--- src/rtl/fp_mul_sequencer_if.sv ---
// Operand/result bus between the FP multiplier operand registers, the
// sequencer and the result bus.
//   start     : request; only sampled while the sequencer is idle
//   in1, in2  : single-precision operands A and B
//   busy      : sequencer is working on an accepted request
//   done      : one-cycle pulse; result/overflow/underflow are valid with it
//   result    : product, held until the next accepted request
//   overflow  : result saturated to infinity
//   underflow : non-zero operands produced a product flushed to zero
// master drives requests (operand side); slave is the sequencer.
interface fp_mul_sequencer_if #(
  parameter int unsigned WIDTH = 32
);
  logic             start;
  logic [WIDTH-1:0] in1;
  logic [WIDTH-1:0] in2;
  logic             busy;
  logic             done;
  logic [WIDTH-1:0] result;
  logic             overflow;
  logic             underflow;

  modport master (
    output start, in1, in2,
    input  busy, done, result, overflow, underflow
  );

  modport slave (
    input  start, in1, in2,
    output busy, done, result, overflow, underflow
  );
endinterface

--- src/rtl/fp_mul_sequencer.sv ---
// Multi-cycle IEEE-754 single-precision multiplier: zero/infinity
// short-circuit, 24-step shift-add mantissa multiply, normalisation and
// round-to-nearest-even. Denormal operands are flushed to zero and NaN is
// treated as infinity.
//   clk   : system clock, rising edge
//   rst_n : asynchronous active-low reset
//   bus   : slave side of fp_mul_sequencer_if (start/in1/in2 in,
//           busy/done/result/overflow/underflow out, all registered)
module fp_mul_sequencer #(
  parameter int unsigned EXP_W  = 8,
  parameter int unsigned FRAC_W = 23,
  parameter int unsigned BIAS   = 127
) (
  input  logic                clk,
  input  logic                rst_n,
  fp_mul_sequencer_if.slave   bus
);

  localparam int unsigned W  = 1 + EXP_W + FRAC_W;
  localparam int unsigned MW = FRAC_W + 1;       // mantissa incl. hidden bit
  localparam int unsigned PW = 2 * MW;           // full product width
  localparam int unsigned EW = EXP_W + 2;        // signed working exponent
  localparam int unsigned CW = $clog2(MW);

  typedef enum logic [2:0] {StIdle, StCheck, StMult, StNorm, StRound, StDone} state_e;

  state_e                  state_q;
  logic [W-1:0]            a_q, b_q;
  logic                    sign_q;
  logic signed [EW-1:0]    e_q;
  logic [MW-1:0]           mcand_q, mplier_q;
  logic [PW-1:0]           acc_q;
  logic [CW-1:0]           cnt_q;
  logic [FRAC_W-1:0]       mant_q;
  logic                    guard_q, sticky_q;
  logic                    busy_q, done_q, ovf_q, udf_q;
  logic [W-1:0]            result_q;

  assign bus.busy      = busy_q;
  assign bus.done      = done_q;
  assign bus.result    = result_q;
  assign bus.overflow  = ovf_q;
  assign bus.underflow = udf_q;

  // Operand field decode
  logic [EXP_W-1:0]  ea, eb;
  logic [FRAC_W-1:0] fa, fb;
  logic              sign_ab, any_zero, any_inf;
  logic signed [EW-1:0] e_sum;

  assign ea       = a_q[W-2 -: EXP_W];
  assign eb       = b_q[W-2 -: EXP_W];
  assign fa       = a_q[FRAC_W-1:0];
  assign fb       = b_q[FRAC_W-1:0];
  assign sign_ab  = a_q[W-1] ^ b_q[W-1];
  assign any_zero = (ea == '0) || (eb == '0);
  assign any_inf  = (ea == '1) || (eb == '1);
  assign e_sum    = $signed({2'b00, ea}) + $signed({2'b00, eb}) - $signed(EW'(BIAS));

  // Shift-add step: add into the upper half, then shift the whole
  // accumulator right with the carry entering at the top.
  logic [MW:0]   add_sum;
  logic [PW-1:0] acc_next;

  always_comb begin
    add_sum  = {1'b0, acc_q[PW-1:MW]} + (mplier_q[0] ? {1'b0, mcand_q} : '0);
    acc_next = {add_sum, acc_q[MW-1:1]};
  end

  // Round-to-nearest-even; a carry out of the fraction leaves it all-zero,
  // which is exactly the renormalised 1.0 fraction.
  logic              rnd_inc;
  logic [FRAC_W:0]   mant_rnd;
  logic signed [EW-1:0] e_rnd;
  logic              rnd_ovf, rnd_udf;

  always_comb begin
    rnd_inc  = guard_q & (sticky_q | mant_q[0]);
    mant_rnd = {1'b0, mant_q} + {{FRAC_W{1'b0}}, rnd_inc};
    e_rnd    = e_q + $signed({{(EW-1){1'b0}}, mant_rnd[FRAC_W]});
    rnd_ovf  = e_rnd >= $signed({2'b00, {EXP_W{1'b1}}});
    rnd_udf  = e_rnd[EW-1] || (e_rnd == '0);
  end

  always_ff @(posedge clk or negedge rst_n) begin
    if (!rst_n) begin
      state_q  <= StIdle;
      a_q      <= '0;
      b_q      <= '0;
      sign_q   <= 1'b0;
      e_q      <= '0;
      mcand_q  <= '0;
      mplier_q <= '0;
      acc_q    <= '0;
      cnt_q    <= '0;
      mant_q   <= '0;
      guard_q  <= 1'b0;
      sticky_q <= 1'b0;
      busy_q   <= 1'b0;
      done_q   <= 1'b0;
      ovf_q    <= 1'b0;
      udf_q    <= 1'b0;
      result_q <= '0;
    end else begin
      unique case (state_q)
        StIdle: begin
          done_q <= 1'b0;
          if (bus.start) begin
            a_q     <= bus.in1;
            b_q     <= bus.in2;
            ovf_q   <= 1'b0;
            udf_q   <= 1'b0;
            busy_q  <= 1'b1;
            state_q <= StCheck;
          end
        end
        StCheck: begin
          sign_q <= sign_ab;
          if (any_zero) begin
            result_q <= {sign_ab, {(W-1){1'b0}}};
            udf_q    <= 1'b0;
            done_q   <= 1'b1;
            state_q  <= StDone;
          end else if (any_inf) begin
            result_q <= {sign_ab, {EXP_W{1'b1}}, {FRAC_W{1'b0}}};
            ovf_q    <= 1'b1;
            done_q   <= 1'b1;
            state_q  <= StDone;
          end else begin
            e_q      <= e_sum;
            mcand_q  <= {1'b1, fa};
            mplier_q <= {1'b1, fb};
            acc_q    <= '0;
            cnt_q    <= '0;
            state_q  <= StMult;
          end
        end
        StMult: begin
          acc_q    <= acc_next;
          mplier_q <= mplier_q >> 1;
          cnt_q    <= cnt_q + 1'b1;
          if (cnt_q == CW'(MW - 1)) begin
            state_q <= StNorm;
          end
        end
        StNorm: begin
          if (acc_q[PW-1]) begin
            mant_q   <= acc_q[PW-2 -: FRAC_W];
            guard_q  <= acc_q[MW-1];
            sticky_q <= |acc_q[MW-2:0];
            e_q      <= e_q + $signed(EW'(1));
          end else begin
            mant_q   <= acc_q[PW-3 -: FRAC_W];
            guard_q  <= acc_q[MW-2];
            sticky_q <= |acc_q[MW-3:0];
          end
          state_q <= StRound;
        end
        StRound: begin
          if (rnd_ovf) begin
            result_q <= {sign_q, {EXP_W{1'b1}}, {FRAC_W{1'b0}}};
            ovf_q    <= 1'b1;
          end else if (rnd_udf) begin
            result_q <= {sign_q, {(W-1){1'b0}}};
            udf_q    <= 1'b1;
          end else begin
            result_q <= {sign_q, e_rnd[EXP_W-1:0], mant_rnd[FRAC_W-1:0]};
          end
          done_q  <= 1'b1;
          state_q <= StDone;
        end
        StDone: begin
          done_q  <= 1'b0;
          busy_q  <= 1'b0;
          state_q <= StIdle;
        end
        default: state_q <= StIdle;
      endcase
    end
  end

endmodule

--- src/flat_wrapper.sv ---
// flat-port wrapper written by rule: the top's interface ports become plain ports
module fp_mul_sequencer_flat 
#(
  parameter int unsigned EXP_W  = 8,
  parameter int unsigned FRAC_W = 23,
  parameter int unsigned BIAS   = 127
)
  (clk, rst_n, bus_start, bus_in1, bus_in2, bus_busy, bus_done, bus_result, bus_overflow, bus_underflow);
  fp_mul_sequencer_if bus_i ();
  input  logic clk;
  input  logic rst_n;
  input wire logic [$bits(bus_i.start)-1:0] bus_start;
  input wire logic [$bits(bus_i.in1)-1:0] bus_in1;
  input wire logic [$bits(bus_i.in2)-1:0] bus_in2;
  output wire logic [$bits(bus_i.busy)-1:0] bus_busy;
  output wire logic [$bits(bus_i.done)-1:0] bus_done;
  output wire logic [$bits(bus_i.result)-1:0] bus_result;
  output wire logic [$bits(bus_i.overflow)-1:0] bus_overflow;
  output wire logic [$bits(bus_i.underflow)-1:0] bus_underflow;
  assign bus_i.start = bus_start;
  assign bus_i.in1 = bus_in1;
  assign bus_i.in2 = bus_in2;
  assign bus_busy = bus_i.busy;
  assign bus_done = bus_i.done;
  assign bus_result = bus_i.result;
  assign bus_overflow = bus_i.overflow;
  assign bus_underflow = bus_i.underflow;
  fp_mul_sequencer #(.EXP_W(EXP_W), .FRAC_W(FRAC_W), .BIAS(BIAS)) u_core (.clk(clk), .rst_n(rst_n), .bus(bus_i));
endmodule
--- config.mk ---
export PLATFORM = sky130hd
export DESIGN_NAME = fp_mul_sequencer_flat
export DESIGN_NICKNAME = d
export VERILOG_FILES = /design/src/rtl/fp_mul_sequencer_if.sv /design/src/rtl/fp_mul_sequencer.sv /design/src/flat_wrapper.sv
export SDC_FILE = /design/constraint.sdc
export NUM_CORES = 1
export LEC_CHECK = 0
export ABC_AREA = 1
export BUFFER_PORTS_ARGS = -buffer_cell sky130_fd_sc_hd__clkbuf_2
export CORE_MARGIN = 5
export CORE_UTILIZATION = 30
export CTS_BUF_LIST = sky130_fd_sc_hd__clkbuf_4
export DETAILED_ROUTE_END_ITERATION = 10
export PLACE_DENSITY = 0.47
export SETUP_SLACK_MARGIN = 0.4
export SLEW_MARGIN = 15
export SYNTH_ARGS = -nofsm -noshare
export SYNTH_HDL_FRONTEND = slang
export SYNTH_SLANG_ARGS = --single-unit
--- constraint.sdc ---
create_clock -name clk -period 7.98 [get_ports clk]
set_clock_uncertainty 0.2 [all_clocks]
set_input_delay 0 -clock clk [delete_from_list [all_inputs] [get_ports clk]]
set_output_delay 0 -clock clk [all_outputs]
set_load 0.02 [all_outputs]
==> flow_metrics.py, run 1 <==
metrics = {
    "timing": {
        "finalCritPeriodShare_pct": 52.92,
        "period_needed_ns": 4.223,
        "rsz0062_at_grt": "no",
        "setup_ws_ns": 3.757,
        "tightestPinTransition_ns": 1.132,
        "report.final.hold_viol_count": 0,
        "finalSetupTns_ns": 0,
        "finalMaxSlewViolations": 0,
        "slew_headroom_pct": 24.25,
        "setup_viol": 0,
        "max_freq_mhz": 236.8,
    },
    "clock_network": {
        "post-cts-setup-buffer-count": 0,
        "cts_sinks": 240,
        "cts_buffers": 74,
        "worst_skew_pair.late_latency_ns": 0.72,
        "clk_path_buf_depth": 3,
        "cts_max_level": 3,
        "cts_resized": 0,
        "cts_tree": "done",
        "cts.clk_slew.worst_paths_ns": 0.06,
        "root_buffer": "clkbuf_4",
    },
    "place": {
        "port-buffer-count": 102,
        "pre_cts_slack_ns": 3.732,
        "gp_congestion": 0.8946,
        "hpwl_mm": 24.17,
    },
    "synth": {
        "synth_top_family_by_area": "simple AND/OR/NAND/NOR gates",
        "yosys.area.top_type": "dfrtp_1",
        "ys.flop_type": "dfrtp_1",
        "synth-simple-area-share_pct": 22.91,
        "synth_fa_ha_area_share_pct": 4.105,
        "seq_area_frac_synth_pct": 46.69,
        "synth_warnings": 0,
        "synthMuxAreaShare_pct": 1.576,
        "synthArstFlopShare_pct": 100.0,
        "synth-edff-count": 0,
        "synth_nets": 1714,
        "synthXorXnorAreaFrac_pct": 2.325,
        "synthCells": 1606,
        "ys_top_cells_by_area": "dfrtp_1, nand2_1, inv_1",
        "avgSynthCellArea_um2": 8.009,
        "synth_top_area_share_pct": 46.69,
        "synthesis.area_um2": 12860,
        "synth_compound_area_share_pct": 13.99,
        "ys_ff_latch": 240,
        "synthDistinctLibCells": 51,
    },
    "cells_and_area": {
        "nets": 2017,
        "area_growth_pct": 28.81,
        "drive_above_1_share_pct": 14.81,
    },
    "routing": {
        "m1WireLength_mm": 17.72,
        "route.met3.wl_mm": 1.720,
        "drc": 0,
        "wl_per_cell_um": 14.29,
        "wl_mm": 35.71,
        "drtAntennaViolNets": 0,
        "avgViaCountPerCell": 4.645,
        "drt_iter0_markers": 694,
        "wl_met2_mm": 15.68,
        "num_vias": 11600,
        "first_pass_iters": 5,
        "highest_layer": "met4",
    },
    "grt": {
        "grt_pass1_wl_mm": 60.08,
        "antenna_found_initial": 1,
        "track_usage_pct": 15.38,
        "grt_max_degree": 101,
        "grt_pass1_vias": 11740,
        "grt_overflow": 0,
    },
    "floorplan": {
        "die_h_um": 217.1,
        "die_area_um2": 47120,
        "io_pins": 103,
        "rows": 75,
        "initial_core_util_pct": 30.46,
        "chipWidth_um": 217.1,
        "core_area_um2": 42230,
    },
    "worst_setup_path": {
        "path_class": "reg -> reg",
        "arrival_ns": 4.61,
        "start_kind": "flop",
        "endpoint_kind": "flop",
        "worstPathRequired_ns": 8.37,
        "cp_max_fo": 16,
    },
    "power_and_ir_drop": {
        "leakagePower_nw": 8.082,
        "vdd_drop_max_mv": 0.1664,
        "power.total_mw": 5.971,
        "pwr_density_cell_nw_per_um2": 360.4,
    },
    "job": {
        "max_cap_viol_count": 0,
    },
    "worst_hold_path": {
        "hold_path_class": "in -> reg",
    },
    "run_status": {
        "status": "finished, final reports clean",
    },
}
==> placed cells by master, fill, tap and decap left out, types with 4 or more instances in the layout <==
master	n
nor2_1	152
o21ai_0	107
nand3_2	4
a21oi_1	96
nand4_1	26
mux2_2	18
xor2_1	25
nand2_2	4
clkbuf_4	108
xnor2_1	6
o21ai_1	9
dfrtp_1	240
clkinv_2	4
nor3_1	18
nor4_1	6
nand3b_1	4
o22ai_1	32
o211ai_1	36
a21o_1	4
o21ai_2	11
inv_1	207
dlygate4sd3_1	175
ha_1	39
buf_4	8
clkinv_1	9
nand3_1	65
or2_2	4
o21bai_1	4
clkbuf_2	101
nand2_1	392
inv_2	6
==> routing by layer <==
layer  global-route usage (%)  vias to the layer above
met5                        0                        -
met4                    4.761                        0
met3                    3.016                       51
met2                    23.51                      247
met1                    22.12                     5410
li1                         -                     5896
==> worst paths after layout <==
kind,start,to,slack [ns],cells after the start
min reg2reg,u_core.mcand_q[0],u_core.mcand_q[0],0.27,2
min,bus_start,u_core.bus.underflow,0.24,7
max in group asynchronous,rst_n,u_core.mant_q[17],6.35,4
max,u_core.mant_q[0],u_core.bus.result[1],3.76,22
min in group asynchronous,rst_n,u_core.b_q[11],0.34,4
max reg2reg,u_core.mant_q[0],u_core.bus.result[1],3.76,22
==> cell usage after synthesis, types with 3 or more instances <==
cell type / number
o21ai_2: 11
dfrtp_1: 240
o211ai_1: 36
a21o_1: 4
inv_2: 4
o22ai_1: 32
nor3_1: 19
o21ai_0: 107
a21oi_1: 96
a31oi_1: 3
nand3b_1: 4
buf_2: 27
nand3_1: 65
nor4_1: 6
nand4_1: 26
nand2_2: 4
a21boi_0: 3
o21ai_1: 9
ha_1: 39
xor2_1: 25
clkbuf_1: 26
or2_2: 4
nor2_1: 152
nand2_1: 393
nand3_2: 4
o21bai_1: 4
nor3_2: 3
mux2_2: 18
nor2_4: 3
inv_1: 207
xnor2_1: 6
==> where the power goes <==
part | internal (mW) | total [mW] | switching, mW
clock network | 0.680 | 1.22 | 0.541
registers | 1.70 | 2.05 | 0.354
logic | 1.01 | 2.70 | 1.69
==> cell families after synthesis <==
family,Yosys count
compound gates,313
mux,18
flops,240
xor+xnor,32
fa+ha+maj,41
buf+inv,271
simple gates,691
==> layout make-up <==
type	count	area [um2]
Antenna cell	1	2.502
Clock buffer	108	810.8
Clock inverter	17	125.1
Fill cell	4384	25660
Inverter	212	795.8
Multi-Input combinational cell	1095	5794
Sequential cell	240	6006
Tap cell	539	674.4
Timing Repair Buffer	286	2360
==> critical path, stage by stage (launching register included) <==
cell,delay (ns)
dfrtp_1,0.37
nor2_1,0.05
nor2_1,0.08
ha_1,0.21
nand3_1,0.18
nor3_2,0.26
nand2_1,0.11
nor2_1,0.15
nand2_1,0.10
nor4_1,0.21
nand4_1,0.12
nor2_1,0.18
ha_1,0.29
ha_1,0.24
nand3_2,0.11
o21ai_0,0.19
nand2_1,0.13
nor3_2,0.20
nand3_2,0.24
nand3_4,0.31
inv_1,0.09
nand2_1,0.07
nand2_1,0.05
==> registers in the layout, indices dropped and copies added (netlist names), 3 cells and up <==
register           flops
u_core.acc_q          48
u_core.a_q            32
u_core.b_q            32
u_core.bus.result     32
u_core.mcand_q        24
u_core.mplier_q       24
u_core.mant_q         23
u_core.e_q            10
u_core.cnt_q           5
u_core.state_q         3
==> repair_timing <==
action | CTS | global route
hold endpoints to repair | 172 | 0
hold buffers | 176 | 0
setup endpoints to repair | 0 | 0
==> through the flow <==
step	hold WS [ns]	cell area [um2]	utilization [%]	std cells
after floorplan	-0.4956	12860	-	1606
after global placement	-0.08811	13850	32.80	2196
after detailed placement	-0.08818	13850	32.80	2196
after CTS	0.1367	16570	39.23	2497
after global routing	0.2328	16570	39.24	2498
final	0.2396	16570	39.24	2498
Power figures use the tool's default switching activity.
==> run 2: changes to the inputs <==
PLACE_DENSITY = 0.48   (was 0.47)
clock period = 3.42 ns   (was 7.98 ns; I/O delays follow)
==> flow_metrics.py, run 2 (synthesis gave the netlist of run 1 again) <==
metrics = {
    "worst_setup_path": {
        "r2r_slack_ns": -0.16,
        "endpoint_kind": "flop",
        "start_kind": "flop",
        "reg2reg_to": "u_core.bus.result[8]",
        "cp_top_family": "simple AND/OR/NAND/NOR gates",
        "reg2reg_from": "u_core.sticky_q",
        "ff2ff_path_depth": 21,
        "cp_slowest_stage_delay_ns": 0.36,
        "arrival_ns": 3.96,
        "path_class": "reg -> reg",
        "worstPathRequired_ns": 3.80,
        "path_cells": "nor2_1, nor2_1, ha_2, nand3_4, nor3_4, nand2_2, nor2_4, nand2_2, nor4_2, nand4_1, nor2_2, ha_2, ha_4, nand3_4, o21ai_2, nand2_2, nor3_2, nand3_2, nand3_4, buf_12, o21ai_2",
        "crit_buf_inv": 1,
        "cp_max_fo": 8,
        "crit_slowest_cell": "dfrtp_1",
    },
    "routing": {
        "wl_mm": 36.45,
        "num_vias": 11700,
        "drt_iter0_markers": 698,
        "wl_per_cell_um": 14.34,
        "drtAntennaViolNets": 0,
        "avgViaCountPerCell": 4.601,
        "first_pass_iters": 5,
        "drc": 0,
    },
    "clock_network": {
        "cts_buffers": 73,
        "root_buffer": "clkbuf_4",
        "cts.clk_slew.worst_paths_ns": 0.06,
        "cts_max_level": 3,
        "worst_skew_pair.late_latency_ns": 0.74,
        "cts_tree": "done",
        "cts_sinks": 240,
        "clk_path_buf_depth": 3,
    },
    "floorplan": {
        "die_h_um": 217.1,
        "io_pins": 103,
        "rows": 75,
        "initial_core_util_pct": 30.46,
        "core_area_um2": 42230,
        "die_area_um2": 47120,
        "chipWidth_um": 217.1,
    },
    "power_and_ir_drop": {
        "p_switching_mw": 6.147,
        "p_sw_share_pct": 43.50,
        "vdd_drop_max_mv": 0.4993,
        "power.total_mw": 14.13,
        "leakagePower_nw": 8.341,
        "intPower_mw": 7.982,
        "power_frac_clock_pct": 18.9,
        "combinationalPowerShare_pct": 47.3,
        "pwr_density_cell_nw_per_um2": 822.0,
        "p_seq_share_pct": 33.8,
    },
    "timing": {
        "slew_headroom_pct": 54.84,
        "max_freq_mhz": 279.5,
        "setup_ws_ns": -0.1574,
        "rsz0062_at_grt": "yes",
        "finalCritPeriodShare_pct": 104.6,
        "setup_viol": 32,
        "finalSetupTns_ns": -3.219,
        "period_needed_ns": 3.577,
        "report.final.hold_viol_count": 0,
        "tightestPinTransition_ns": 0.6764,
        "finalMaxSlewViolations": 0,
    },
    "run_status": {
        "violations": "setup timing",
        "status": "complete, but fails checks",
    },
    "cells_and_area": {
        "final_area_um2": 17190,
        "drive_above_1_share_pct": 18.20,
        "layout_common_cells": "nand2_1, dfrtp_1, inv_1",
        "fin_util_pct": 40.70,
        "area_growth_pct": 33.63,
        "regMostFlops": "u_core.acc_q",
        "fillCellCount": 4387,
        "nets": 2069,
        "largest_register_ffs": 48,
        "mostFrequentLayoutCell": "nand2_1",
        "finalNonFillerCells": 2543,
    },
    "place": {
        "placed_area_um2": 14250,
        "hpwl_mm": 25.02,
        "port-buffer-count": 102,
        "place_inst": 2227,
        "gp_congestion": 0.8787,
    },
    "grt": {
        "grt_pass1_vias": 12040,
        "track_usage_pct": 15.54,
        "antenna_found_initial": 2,
        "grt_overflow": 0,
        "grt_max_degree": 81,
        "grt_pass1_wl_mm": 60.64,
    },
    "job": {
        "max_cap_viol_count": 0,
    },
    "worst_hold_path": {
        "hold_path_class": "in -> async",
    },
}
## run 2: worst reg2reg max path, cell delays in order (launching register included)
cell and delay, ns:
dfrtp_1 0.36, nor2_1 0.06, nor2_1 0.11, ha_2 0.22, nand3_4 0.08, nor3_4 0.15, nand2_2 0.09, nor2_4 0.10
nand2_2 0.07, nor4_2 0.15, nand4_1 0.13, nor2_2 0.17, ha_2 0.24, ha_4 0.15, nand3_4 0.11, o21ai_2 0.17
nand2_2 0.10, nor3_2 0.18, nand3_2 0.21, nand3_4 0.20, buf_12 0.15, o21ai_2 0.05
## run 2: cell type report
type / instances / area (um2) / area share, %
clock buffers: 103 / 773.2 / 4.499
inverters: 212 / 795.8 / 4.630
clock inverters: 11 / 75.07 / 0.4368
flip-flops and latches: 240 / 6006 / 34.94
well taps: 539 / 674.4 / 3.924
multi-input cells: 1096 / 6037 / 35.12
diodes: 4 / 10.01 / 0.05824
repair buffers: 338 / 2816 / 16.39
## run 2: repair_timing
item	in CTS	in global routing
resized for setup	6	22
hold endpoints to repair	308	0
hold buffers	181	0
pin swaps	10	21
cloned	0	1
endpoints found under the setup margin	33	53
buffers inserted	12	4
## run 2: worst max path at each step
| stage | depth (start not counted) | startpoint | end |
|---|---|---|---|
| after floorplan | 21 | u_core.mant_q[0] | u_core.bus.result[11] |
| after global placement | 23 | u_core.mant_q[0] | u_core.bus.result[11] |
| after detailed placement | 23 | u_core.sticky_q | u_core.bus.result[8] |
| after CTS | 23 | u_core.sticky_q | u_core.bus.result[8] |
| after global routing | 21 | u_core.sticky_q | u_core.bus.result[11] |
| final | 21 | u_core.sticky_q | u_core.bus.result[8] |
## run 2: metal layers
metal  vias to the layer above  part of all wire, %  global-route usage, %  wire length [um]
met4                         0                  1.9                  4.972               688
met3                        58                  4.0                  3.488              1475
met2                       214                   44                  24.06             16110
met1                      5436                   50                  21.75             18180
met5                         -                    0                      0                 0
li1                       5992                    -                      -                 -
## run 2: through the flow
step	setup slack (ns)	hold slack (ns)
final	-0.1574	0.2056
after global routing	-0.3937	0.1702
after CTS	-0.2005	0.1445
after detailed placement	-0.2844	-0.1573
after global placement	-0.1535	-0.1561
after floorplan	0.06905	-0.4956
## run 2: power groups by stage
| stage | combinational, mW | sequential [mW] | clock [mW] |
|---|---|---|---|
| 6_report | 6.68 | 4.78 | 2.67 |
| 5_1_grt | 7.66 | 4.92 | 2.97 |
| 4_1_cts | 6.66 | 4.77 | 2.81 |
| 3_5_place_dp | 6.18 | 4.82 | 0 |
| 3_3_place_gp | 6.12 | 4.79 | 0 |
| 2_1_floorplan | 4.47 | 4.67 | 0 |
==> run 3: changes to the inputs <==
CTS_BUF_LIST = sky130_fd_sc_hd__clkbuf_8   (was sky130_fd_sc_hd__clkbuf_4)
HOLD_SLACK_MARGIN = 0.12   (was unset)
==> flow_metrics.py, run 3 (synthesis gave the netlist of run 1 again) <==
metrics = {
    "grt": {
        "antenna_found_initial": 0,
        "grt_overflow": 0,
        "grt_max_degree": 85,
        "grt_pass1_vias": 11770,
        "track_usage_pct": 15.40,
        "grt_pass1_wl_mm": 60.22,
    },
    "timing": {
        "setup_viol": 32,
        "period_needed_ns": 3.593,
        "holdWs_ns": 0.2695,
        "finalCritPeriodShare_pct": 105.1,
        "rsz0062_at_grt": "yes",
        "slew_headroom_pct": 54.49,
        "report.final.hold_viol_count": 0,
        "max_freq_mhz": 278.3,
        "finalMaxSlewViolations": 0,
        "setup_ws_ns": -0.1729,
        "tightestPinTransition_ns": 0.6816,
        "finalSetupTns_ns": -3.740,
    },
    "clock_network": {
        "cts_buffers": 45,
        "root_buffer": "clkbuf_8",
        "cts.clk_slew.worst_paths_ns": 0.06,
        "clk_path_buf_depth": 3,
        "cts_max_level": 2,
        "cts_tree": "done",
        "worst_skew_pair.late_latency_ns": 0.62,
        "cts_sinks": 240,
    },
    "cells_and_area": {
        "nets": 2037,
        "fin_util_pct": 40.91,
        "drive_above_1_share_pct": 16.34,
        "largest_register_ffs": 48,
        "area_growth_pct": 34.30,
        "layout_common_cells": "nand2_1, dfrtp_1, inv_1",
        "regMostFlops": "u_core.acc_q",
        "fillCellCount": 4356,
        "mostFrequentLayoutCell": "nand2_1",
        "num_antenna_cells": 0,
        "final_area_um2": 17270,
    },
    "power_and_ir_drop": {
        "p_sw_share_pct": 42.51,
        "p_switching_mw": 6.209,
        "leakagePower_nw": 8.382,
        "power_frac_clock_pct": 21.7,
        "vdd_drop_max_mv": 0.4809,
        "combinationalPowerShare_pct": 45.5,
        "intPower_mw": 8.397,
        "p_seq_share_pct": 32.8,
        "pwr_density_cell_nw_per_um2": 845.5,
    },
    "place": {
        "placed_area_um2": 14250,
        "port-buffer-count": 102,
        "hpwl_mm": 25.02,
        "gp_congestion": 0.8787,
    },
    "worst_setup_path": {
        "path_class": "reg -> reg",
        "worstPathRequired_ns": 3.68,
        "reg2reg_from": "u_core.sticky_q",
        "cp-startpoint": "u_core.sticky_q",
        "cp_max_fo": 8,
        "endpoint_kind": "flop",
        "arrival_ns": 3.86,
        "start_kind": "flop",
    },
    "run_status": {
        "status": "complete, but fails checks",
        "violations": "setup timing",
    },
    "worst_hold_path": {
        "hold_path_class": "reg -> reg",
        "hold_start": "u_core.a_q[4]",
    },
    "floorplan": {
        "chipWidth_um": 217.1,
        "core_area_um2": 42230,
        "initial_core_util_pct": 30.46,
        "rows": 75,
        "io_pins": 103,
        "die_h_um": 217.1,
        "die_area_um2": 47120,
    },
    "routing": {
        "num_vias": 11510,
        "drtAntennaViolNets": 0,
        "drt_iter0_markers": 672,
        "wl_per_cell_um": 14.48,
        "drc": 0,
        "wl_mm": 36.26,
        "avgViaCountPerCell": 4.598,
        "first_pass_iters": 5,
    },
    "job": {
        "max_cap_viol_count": 0,
    },
}
run 3: cell types whose count changed in the layout (fill, tap and decap cells not counted), sizes merged, moves of 3 or more:
cell / delta
buf: -3
bufinv: +4
clkbuf: -47
diode: -4
inv: +12
run 3: power groups by stage:
| stage | Sequential (mW) | Clock (mW) | Combinational, mW |
|---|---|---|---|
| floorplan | 4.67 | 0 | 4.47 |
| global placement | 4.79 | 0 | 6.12 |
| detailed placement | 4.82 | 0 | 6.18 |
| CTS | 4.78 | 3.31 | 6.66 |
| global route | 4.92 | 3.42 | 7.62 |
| finish | 4.79 | 3.17 | 6.65 |
run 3: final timing paths:
kind,end,slack [ns],depth (start not counted)
max in group asynchronous,u_core.mplier_q[0],1.83,4
min reg2reg,u_core.mcand_q[4],0.27,2
min in group asynchronous,u_core.b_q[13],0.31,3
max,u_core.bus.result[10],-0.17,21
min,u_core.mcand_q[4],0.27,2
max reg2reg,u_core.bus.result[10],-0.17,21
run 3: worst max-delay path, cell delays in order (launching register included):
cell	delay [ns]
dfrtp_1	0.36
nor2_1	0.05
nor2_1	0.13
ha_2	0.22
nand3_4	0.08
nor3_4	0.15
nand2_2	0.09
nor2_4	0.13
nand2_2	0.08
nor4_2	0.15
nand4_1	0.13
nor2_2	0.16
ha_2	0.24
ha_4	0.17
nand3_4	0.11
o21ai_2	0.15
nand2_2	0.09
nor3_2	0.18
nand3_2	0.19
nand3_4	0.19
buf_12	0.15
o21ai_2	0.05
run 3: metrics by stage:
stage	power (mW)	std cells	worst slack [ns]
after global routing	15.97	2504	-0.4407
after global placement	10.91	2227	-0.1535
after CTS	14.74	2501	-0.2265
after floorplan	9.142	1606	0.06905
final	14.61	2504	-0.1729
after detailed placement	10.99	2227	-0.2844
run 3: final cells by class:
class                           count  area (um2)  share of cell area, %
Tap cell                          539       674.4                  3.904
Inverter                          212       795.8                  4.607
Multi-Input combinational cell   1096        6003                  34.75
Clock buffer                       56       770.7                  4.462
Timing Repair Buffer              334        2760                  15.98
Sequential cell                   240        6007                  34.77
Clock inverter                     27       262.8                  1.521
run 3: layer usage:
| metal | vias up | routed length, um | GRT usage (%) |
|---|---|---|---|
| met3 | 49 | 1338 | 2.390 |
| met1 | 5382 | 18260 | 22.03 |
| met5 | - | 0 | 0 |
| met4 | 0 | 739 | 4.550 |
| met2 | 187 | 15920 | 24.26 |
| li1 | 5895 | - | - |
run 3: what timing repair did:
action / in CTS / in global routing
cloned: 0 / 1
hold buffers: 179 / 0
resized for setup: 6 / 16
setup endpoints to repair: 33 / 55
endpoints found under the hold margin: 308 / 0
setup buffers: 12 / 2
pin swaps: 10 / 10
